==> src/rtl/lc3_control_fsm.sv <==
// LC-3 multicycle control unit: a Moore FSM that sequences fetch, decode and
// execute for ADD/AND/NOT/BR/JMP/JSR/LDR/STR, with a shared wait counter for
// memory accesses lasting MEM_WAIT cycles (legal 1..7).
// Optional feature macro: LC3_PAUSE_INSTR_EN enables the PAUSE instruction
// (opcode 1101) and the LD_LED strobe; without it 1101 is a NOP.
// Mux encodings: PCMUX 00 PC+1 / 01 bus / 10 adder; ADDR2MUX 00 zero /
// 01 offset6 / 10 PCoffset9 / 11 PCoffset11; ADDR1MUX 0 PC / 1 base register.
// Continue handshake: the PAUSE instruction waits for Continue to rise, then
// for Continue to fall, before fetching the next instruction, so one
// press/release of the operator switch releases exactly one PAUSE.
module lc3_control_fsm #(
  parameter int unsigned MEM_WAIT = 2
) (
  input  logic       Clk,
  input  logic       Reset,
  input  logic       Run,
  input  logic       Continue,
  input  logic [3:0] Opcode,
  input  logic       IR_5,
  input  logic       BEN,
  output logic       LD_MAR,
  output logic       LD_MDR,
  output logic       LD_IR,
  output logic       LD_BEN,
  output logic       LD_CC,
  output logic       LD_REG,
  output logic       LD_PC,
  output logic       LD_LED,
  output logic       GatePC,
  output logic       GateMDR,
  output logic       GateALU,
  output logic       GateMARMUX,
  output logic [1:0] PCMUX,
  output logic [1:0] ADDR2MUX,
  output logic       ADDR1MUX,
  output logic       SR2MUX,
  output logic       DRMUX,
  output logic [1:0] ALUK,
  output logic       Mem_OE,
  output logic       Mem_WE,
  output logic       Halted,
  output logic [4:0] dbg_state_o
);

  typedef enum logic [4:0] {
    S_HALTED, S_FETCH1, S_FETCH2, S_FETCH3, S_DECODE,
    S_ADD, S_AND, S_NOT, S_BR, S_BR_TAKEN, S_JMP, S_JSR1, S_JSR2,
    S_LDR1, S_LDR2, S_LDR3, S_STR1, S_STR2, S_STR3
`ifdef LC3_PAUSE_INSTR_EN
    , S_PAUSE1, S_PAUSE2
`endif
  } state_t;

  // Counter is loaded with MEM_WAIT-1 and the memory state ends when it hits 0.
  localparam logic [2:0] WAIT_LOAD = 3'(MEM_WAIT - 1);

  state_t     state_q, state_d;
  logic [2:0] cnt_q, cnt_d;

  function automatic logic is_mem(input state_t s);
    return (s == S_FETCH2) || (s == S_LDR2) || (s == S_STR3);
  endfunction

  assign dbg_state_o = state_q;

  // State and wait-counter registers with synchronous reset.
  always_ff @(posedge Clk) begin
    if (Reset) begin
      state_q <= S_HALTED;
      cnt_q   <= '0;
    end else begin
      state_q <= state_d;
      cnt_q   <= cnt_d;
    end
  end

  // Next-state logic; the counter reloads on entry to a memory state and
  // counts down only while staying in it, so it never wraps or carries over.
  always_comb begin
    state_d = state_q;
    cnt_d   = '0;
    case (state_q)
      S_HALTED:   if (Run) state_d = S_FETCH1;
      S_FETCH1:   state_d = S_FETCH2;
      S_FETCH2:   if (cnt_q == '0) state_d = S_FETCH3;
      S_FETCH3:   state_d = S_DECODE;
      S_DECODE: begin
        case (Opcode)
          4'b0001: state_d = S_ADD;
          4'b0101: state_d = S_AND;
          4'b1001: state_d = S_NOT;
          4'b0000: state_d = S_BR;
          4'b1100: state_d = S_JMP;
          4'b0100: state_d = S_JSR1;
          4'b0110: state_d = S_LDR1;
          4'b0111: state_d = S_STR1;
`ifdef LC3_PAUSE_INSTR_EN
          4'b1101: state_d = S_PAUSE1;
`endif
          default: state_d = S_FETCH1;
        endcase
      end
      S_ADD, S_AND, S_NOT: state_d = S_FETCH1;
      S_BR:       state_d = BEN ? S_BR_TAKEN : S_FETCH1;
      S_BR_TAKEN: state_d = S_FETCH1;
      S_JMP:      state_d = S_FETCH1;
      S_JSR1:     state_d = S_JSR2;
      S_JSR2:     state_d = S_FETCH1;
      S_LDR1:     state_d = S_LDR2;
      S_LDR2:     if (cnt_q == '0) state_d = S_LDR3;
      S_LDR3:     state_d = S_FETCH1;
      S_STR1:     state_d = S_STR2;
      S_STR2:     state_d = S_STR3;
      S_STR3:     if (cnt_q == '0) state_d = S_FETCH1;
`ifdef LC3_PAUSE_INSTR_EN
      S_PAUSE1:   if (Continue) state_d = S_PAUSE2;
      S_PAUSE2:   if (!Continue) state_d = S_FETCH1;
`endif
      default:    state_d = S_HALTED;
    endcase
    if (is_mem(state_d) && (state_d != state_q)) begin
      cnt_d = WAIT_LOAD;
    end else if (is_mem(state_q) && (state_d == state_q)) begin
      cnt_d = cnt_q - 3'd1;
    end
  end

  // Moore output decode: every strobe defaults low and only the listed
  // strobes rise in each state.
  always_comb begin
    LD_MAR     = 1'b0;
    LD_MDR     = 1'b0;
    LD_IR      = 1'b0;
    LD_BEN     = 1'b0;
    LD_CC      = 1'b0;
    LD_REG     = 1'b0;
    LD_PC      = 1'b0;
    GatePC     = 1'b0;
    GateMDR    = 1'b0;
    GateALU    = 1'b0;
    GateMARMUX = 1'b0;
    PCMUX      = 2'b00;
    ADDR2MUX   = 2'b00;
    ADDR1MUX   = 1'b0;
    SR2MUX     = 1'b0;
    DRMUX      = 1'b0;
    ALUK       = 2'b00;
    Mem_OE     = 1'b0;
    Mem_WE     = 1'b0;
    Halted     = 1'b0;
    case (state_q)
      S_HALTED: Halted = 1'b1;
      S_FETCH1: begin GatePC = 1'b1; LD_MAR = 1'b1; LD_PC = 1'b1; PCMUX = 2'b00; end
      S_FETCH2, S_LDR2: begin
        Mem_OE = 1'b1;
        LD_MDR = (cnt_q == '0);
      end
      S_FETCH3: begin GateMDR = 1'b1; LD_IR = 1'b1; end
      S_DECODE: LD_BEN = 1'b1;
      S_ADD: begin GateALU = 1'b1; LD_REG = 1'b1; LD_CC = 1'b1; ALUK = 2'b00; SR2MUX = IR_5; end
      S_AND: begin GateALU = 1'b1; LD_REG = 1'b1; LD_CC = 1'b1; ALUK = 2'b01; SR2MUX = IR_5; end
      S_NOT: begin GateALU = 1'b1; LD_REG = 1'b1; LD_CC = 1'b1; ALUK = 2'b10; SR2MUX = IR_5; end
      S_BR_TAKEN: begin LD_PC = 1'b1; PCMUX = 2'b10; ADDR2MUX = 2'b10; ADDR1MUX = 1'b0; end
      S_JMP: begin LD_PC = 1'b1; PCMUX = 2'b10; ADDR2MUX = 2'b00; ADDR1MUX = 1'b1; end
      S_JSR1: begin GatePC = 1'b1; DRMUX = 1'b1; LD_REG = 1'b1; end
      S_JSR2: begin LD_PC = 1'b1; PCMUX = 2'b10; ADDR2MUX = 2'b11; ADDR1MUX = 1'b0; end
      S_LDR1, S_STR1: begin GateMARMUX = 1'b1; LD_MAR = 1'b1; ADDR1MUX = 1'b1; ADDR2MUX = 2'b01; end
      S_LDR3: begin GateMDR = 1'b1; LD_REG = 1'b1; LD_CC = 1'b1; end
      S_STR2: begin GateALU = 1'b1; LD_MDR = 1'b1; ALUK = 2'b11; end
      S_STR3: Mem_WE = 1'b1;
      default: ;
    endcase
  end

`ifdef LC3_PAUSE_INSTR_EN
  // LED register loads for the whole PAUSE handshake.
  assign LD_LED = (state_q == S_PAUSE1) || (state_q == S_PAUSE2);
`else
  assign LD_LED = 1'b0;
`endif

endmodule

==> config.mk <==
export PLATFORM = sky130hd
export DESIGN_NAME = lc3_control_fsm
export DESIGN_NICKNAME = d
export VERILOG_FILES = /design/src/rtl/lc3_control_fsm.sv
export SDC_FILE = /design/constraint.sdc
export NUM_CORES = 1
export LEC_CHECK = 0
export BUFFER_PORTS_ARGS = -buffer_cell sky130_fd_sc_hd__buf_2
export CAP_MARGIN = 20
export CORE_ASPECT_RATIO = 1.25
export CORE_MARGIN = 1.5
export CORE_UTILIZATION = 46
export CTS_CLUSTER_DIAMETER = 30
export DETAILED_ROUTE_END_ITERATION = 7
export GPL_TIMING_DRIVEN = 0
export PLACE_DENSITY = 0.8
export SYNTH_ARGS = -nofsm -noshare
export SYNTH_HDL_FRONTEND = slang
export SYNTH_SLANG_ARGS = --single-unit
==> constraint.sdc <==
create_clock -name Clk -period 1.7 [get_ports Clk]
set_input_delay 0.34 -clock Clk [delete_from_list [all_inputs] [get_ports Clk]]
set_output_delay 0.34 -clock Clk [all_outputs]
set_load 0.01 [all_outputs]
== Word-level counts from Yosys, hierarchy flattened ==
Memories as Yosys holds them, arrays and structs flattened.
Cells that the tools add are included.

* Flip-flop bits (word level): 8
* Bits in read-only memories: 80
* Input port bits: 10
* Output and inout port bits: 29
* Word-level logic and storage cells: 79
* Memories: 1

{| class="wikitable"
|+ Memory list
! memory !! depth !! width !! rd ports !! clocked after memory_dff !! wr ports !! line !! text
|-
| (no name shown) || 16 || 5 || 1 || 0 || 0 || 88 || <nowiki>case (Opcode)</nowiki>
|}

* Add/sub/neg operators: 1
* Equal/unequal tests: 23
* Mux-type cells: 28
* Bitwise gates (word level): 1
* Reduce and logical (&&, ||, !) cells: 22

{| class="wikitable"
|+ Operator list
! operator !! count
|-
| 5-bit one-hot mux with 13 select lines || 1
|-
| 5-bit by 4-bit equality test with 1-bit output (second input constant) || 9
|-
| 5-bit by 3-bit equality test with 1-bit output (second input constant) || 4
|-
| 5-bit equality test (second input constant) || 4
|-
| 5-bit two-way mux || 4
|-
| 1-bit two-way mux || 18
|-
| 5-bit by 2-bit equality test with 1-bit output (second input constant) || 3
|-
| 3-bit OR reduction || 5
|-
| 2-bit one-hot mux with 3 select lines || 2
|-
| 4-bit OR reduction || 3
|-
| 2-bit OR reduction || 4
|-
| 7-bit OR reduction || 1
|-
| 5-bit by 1-bit equality test with 1-bit output (second input constant) || 1
|-
| 5-bit equality test || 1
|-
| 5-bit logical NOT || 1
|-
| 5-bit inequality test || 1
|-
| 5-bit OR reduction || 1
|-
| 1-bit logical OR || 4
|-
| 4-bit two-way mux || 1
|-
| 3-bit logical NOT || 1
|-
| 3-bit by 1-bit subtractor with 3-bit output (second input constant) || 1
|-
| 1-bit logical AND || 2
|-
| 2-bit two-way mux || 1
|-
| 1-bit one-hot mux with 2 select lines || 1
|-
| 1-bit inverter || 1
|}

== Depth between registers and ports, before layout ==
* Depth after elaboration: 8
* Mapped depth: 9
* Depth with buffers taken out: 9

== Worst setup path after synthesis ==
OpenSTA, ideal clock, no wires.

* Path kind: reg2out
* Start point: register state_q[2], in the netlist dbg_state_o[2]
* End point: output ALUK[1]
* Arrival: 1.600 ns
* Required time: 1.360 ns
* Slack: -0.240 ns
* Stages on the path, launching flop included: 6
* Buffers on the path: 2
* Cells stage by stage: dfxtp_1 > buf_4 > buf_2 > nor2b_1 > a22oi_1 > nor3b_1

* Cells in the longest elaborated chain, start to end: 2
* Elaborated cells between the ends (all ways): 4
* Those cells by class: eq/ne (3); mux (1)

{| class="wikitable"
|+ Ends and longest elaborated chain
! what !! line !! text
|-
| start, declared || 57 || <nowiki>state_t state_q, state_d;</nowiki>
|-
| start signal, assigned || 72 || <nowiki>state_q <= state_d;</nowiki>
|-
| 5-bit equality test / 5-bit by 3-bit equality test with 1-bit output (equally long branches) || 151 || <nowiki>case (state_q)</nowiki>
|-
| 2-bit one-hot mux with 3 select lines * || 151 ||
|-
| end, declared || 38 || <nowiki>output logic [1:0] ALUK,</nowiki>
|}

Mark *: on every way between the ends. The rest lies on a longest branch, timed or not.

== Worst setup path in the final report ==
* Start point: register state_q[1], in the netlist dbg_state_o[1]
* End point: output ALUK[0]

Same word-level chain as after synthesis.

==> metrics.cfg <==
[min_path]
worstHoldPathCells = 2
hold_path.class = primary input to flop
worstHoldStart = Reset
whs_endpoint = dbg_state_o[2]

[setup_path]
critPathTopFamily = buffers and inverters
crit_top_cell = buf_6
reg2reg_slack_ns = -0.31
end_kind = output port
cp_num_buf_inv = 4
worstSetupPathType = flop to output port
crit_fanout = 7
r2r-end = cnt_q[0]
cp_slowest_cell = dfxtp_2
r2r_cells = 10
path_cells = buf_6 > buf_8 > buf_6 > nor2b_4 > nand3b_1 > a21oi_1 > buf_2
crit_required_ns = 1.36
startpoint_type = flop
regToRegStartpoint = dbg_state_o[1]
max_stage_delay_ns = 0.33
crit_arrival_ns = 1.72

[detailed_routing]
dr.pass1.iters = 5
drc_errors = 0
vias_per_cell = 6.80
ant_nets = 0
drt-initial-drc-count = 238
routedWlPerCell_um = 26.4
vias = 1946
wl_mm = 7.55

[synth]
synth_cell_types = 48
syn-mean-instance-area_um2 = 7.01
yosys-mux-area-fraction_pct = 2.98
yosysMostFrequentCell = nor2_1
synth.largest_area_cell = dfxtp_1
synth_fa_ha_area_share_pct = 6.38
synthXorXnorAreaFrac_pct = 2.23
ys_ff_latch = 8
ys_top_cells_by_area = dfxtp_1 (14%), ha_1 (6.4%), nor2_1 (6.4%)
synthCells = 168
synthFlopType = dfxtp_1
ys_seq_area_share_pct = 13.6
yosysWarningCount = 0
synth_simple_gate_area_share_pct = 36.0
synth_enable_flop_cells = 0
synth_top_area_share_pct = 13.6
synth_common_cells = nor2_1 (20), a21oi_1 (13), nand2_1 (13)
synth-compound-area-share_pct = 26.2
async_flop_share_pct = 0
synth_top_family_by_area = simple AND/OR/NAND/NOR gates
syn-cell-area_um2 = 1180

[cts]
clk_pin_slew_ns = 0.07
cts_tree = done
cts.sinks = 8
clk_latency_ns = 0.28
cts-buffers-inserted = 3
cts.hold.buffers_added = 0
htreeDepth = 1
clock_tree.buffer_depth = 2
root_buffer = clkbuf_4

[floorplanning]
initial_core_util_pct = 48.5
die_h_um = 59.6
core_um2 = 2430
rows = 20
pin_count = 39
dieArea_um2 = 2870
fp.dieW_um = 48.3

[run]
max_cap_violations = 0

[place]
dpl_worst_slack_ns = -0.338
place_congestion = 0.895
post-dp-hpwl_mm = 2.46
port-buffer-count = 34
placed_cells = 236
place_area_um2 = 1460

[global_route]
grt_pass1_wl_mm = 6.99
antenna_found_initial = 2
grt_overflow = 0
grt_max_degree = 11
grt_usage_pct = 33.9
grt_pass1_vias = 1526

[pwr]
ir_drop_v = 0.000593
power.density_nw_per_um2 = 552
totalPowerFinal_uw = 1280
power_leakage_uw = 0.00105

[sta]
final-setup-viol-count = 27
post-route-period-util_pct = 121
finClkSkew_ns = 0.0187
fin_crit_ns = 2.06
rsz0062_at_grt = yes
hold_viol_final = 0
drv_slew = 0
whs_ns = 0.317
max_freq_mhz = 484
setup_slack_ns = -0.364

[outcome]
violations = negative setup slack
outcome = finished, violations left

[layout]
drive_gt1_share_pct = 64.1
syn_to_final_growth_pct = 97.4
final_area_um2 = 2320
multi_input_area_um2 = 1190
fill_cells = 58
nets = 269
regArea_um2 = 174
final_cells = 286

[area by class of cell]
| class | instances | area share (%) |
|---|---|---|
| Buffer | 16 | 9.90 |
| Clock buffer | 3 | 0.969 |
| Tap cell | 33 | 1.78 |
| Antenna cell | 2 | 0.215 |
| Timing Repair Buffer | 81 | 26.9 |
| Inverter | 8 | 1.51 |
| Multi-Input combinational cell | 135 | 51.2 |
| Sequential cell | 8 | 7.48 |
[timing repair]
| item | in CTS | in global routing |
|---|---|---|
| pin swaps | 19 | 23 |
| buffers inserted | 28 | 18 |
| resized for setup | 64 | 49 |
| endpoints found under the setup margin | 25 | 27 |
| cloned | 0 | 1 |
[per-layer routing]
metal	global-route usage, %	vias up	share of wire, %
met1	34.8	860	33
met4	19.7	0	9.0
met2	57.5	239	44
li1	-	762	-
met3	9.76	85	13
met5	0	-	0
[where the power goes]
group / leakage [uW] / total (uW) / internal [uW] / switching [uW]
logic: 0.000966 / 911 / 447 / 464
clock network: 0.0000138 / 165 / 81.6 / 83.1
registers: 0.0000681 / 208 / 199 / 9.56
[cell usage in the layout (no fill, tap or decap), types with 3 or more instances in the layout]
master    netlist  final
buf_6           3     18
nor2b_4         0      5
inv_1           8      6
nor2_1         20     12
a21oi_1        13     10
ha_4            0      3
clkbuf_4        0      3
nor2b_1        10      5
buf_8           0      7
nand2_1        13     10
dfxtp_1         8      3
a22o_1          4      4
nor2_4          1      4
a21oi_2         0      3
a31oi_1         5      5
buf_12          0      4
nor2_2          0      5
nand3b_1        6      6
buf_2           7     31
nor3_2          0      3
buf_4           4     35
dfxtp_4         0      3
[metrics by stage]
step / TNS, ns / util, %
6_report: -5.15 / 95.8
4_1_cts: -1.78 / 78.9
5_1_grt: -6.46 / 95.8
3_3_place_gp: -1.57 / 60.1
2_1_floorplan: 0 / -
3_5_place_dp: -2.11 / 60.1
[state kept, by name, summed over array words and instances, names as in the netlist]
| signal | flops |
|---|---|
| dbg_state_o | 5 |
| cnt_q | 3 |
[worst max-delay path by stage]
stage,start,endpoint,slack (ns),cells past startpoint
6_report,dbg_state_o[1],ALUK[0],-0.36,7
5_1_grt,dbg_state_o[2],GateALU,-0.48,6
4_1_cts,dbg_state_o[1],ADDR1MUX,-0.18,7
3_5_place_dp,Opcode[0],cnt_q[0],-0.34,9
3_3_place_gp,Opcode[0],cnt_q[0],-0.31,9
2_1_floorplan,Opcode[0],cnt_q[0],0.0005,8
[kinds of logic after synthesis]
| logic type | after synthesis |
|---|---|
| adders and majority gates | 6 |
| buffers and inverters | 26 |
| xor gates and xnor gates | 3 |
| other | 1 |
| muxes | 3 |
| AOI/OAI and AO/OA | 43 |
| DFF | 8 |
| and+or+nand+nor | 78 |
Power figures use the tool's default switching activity.
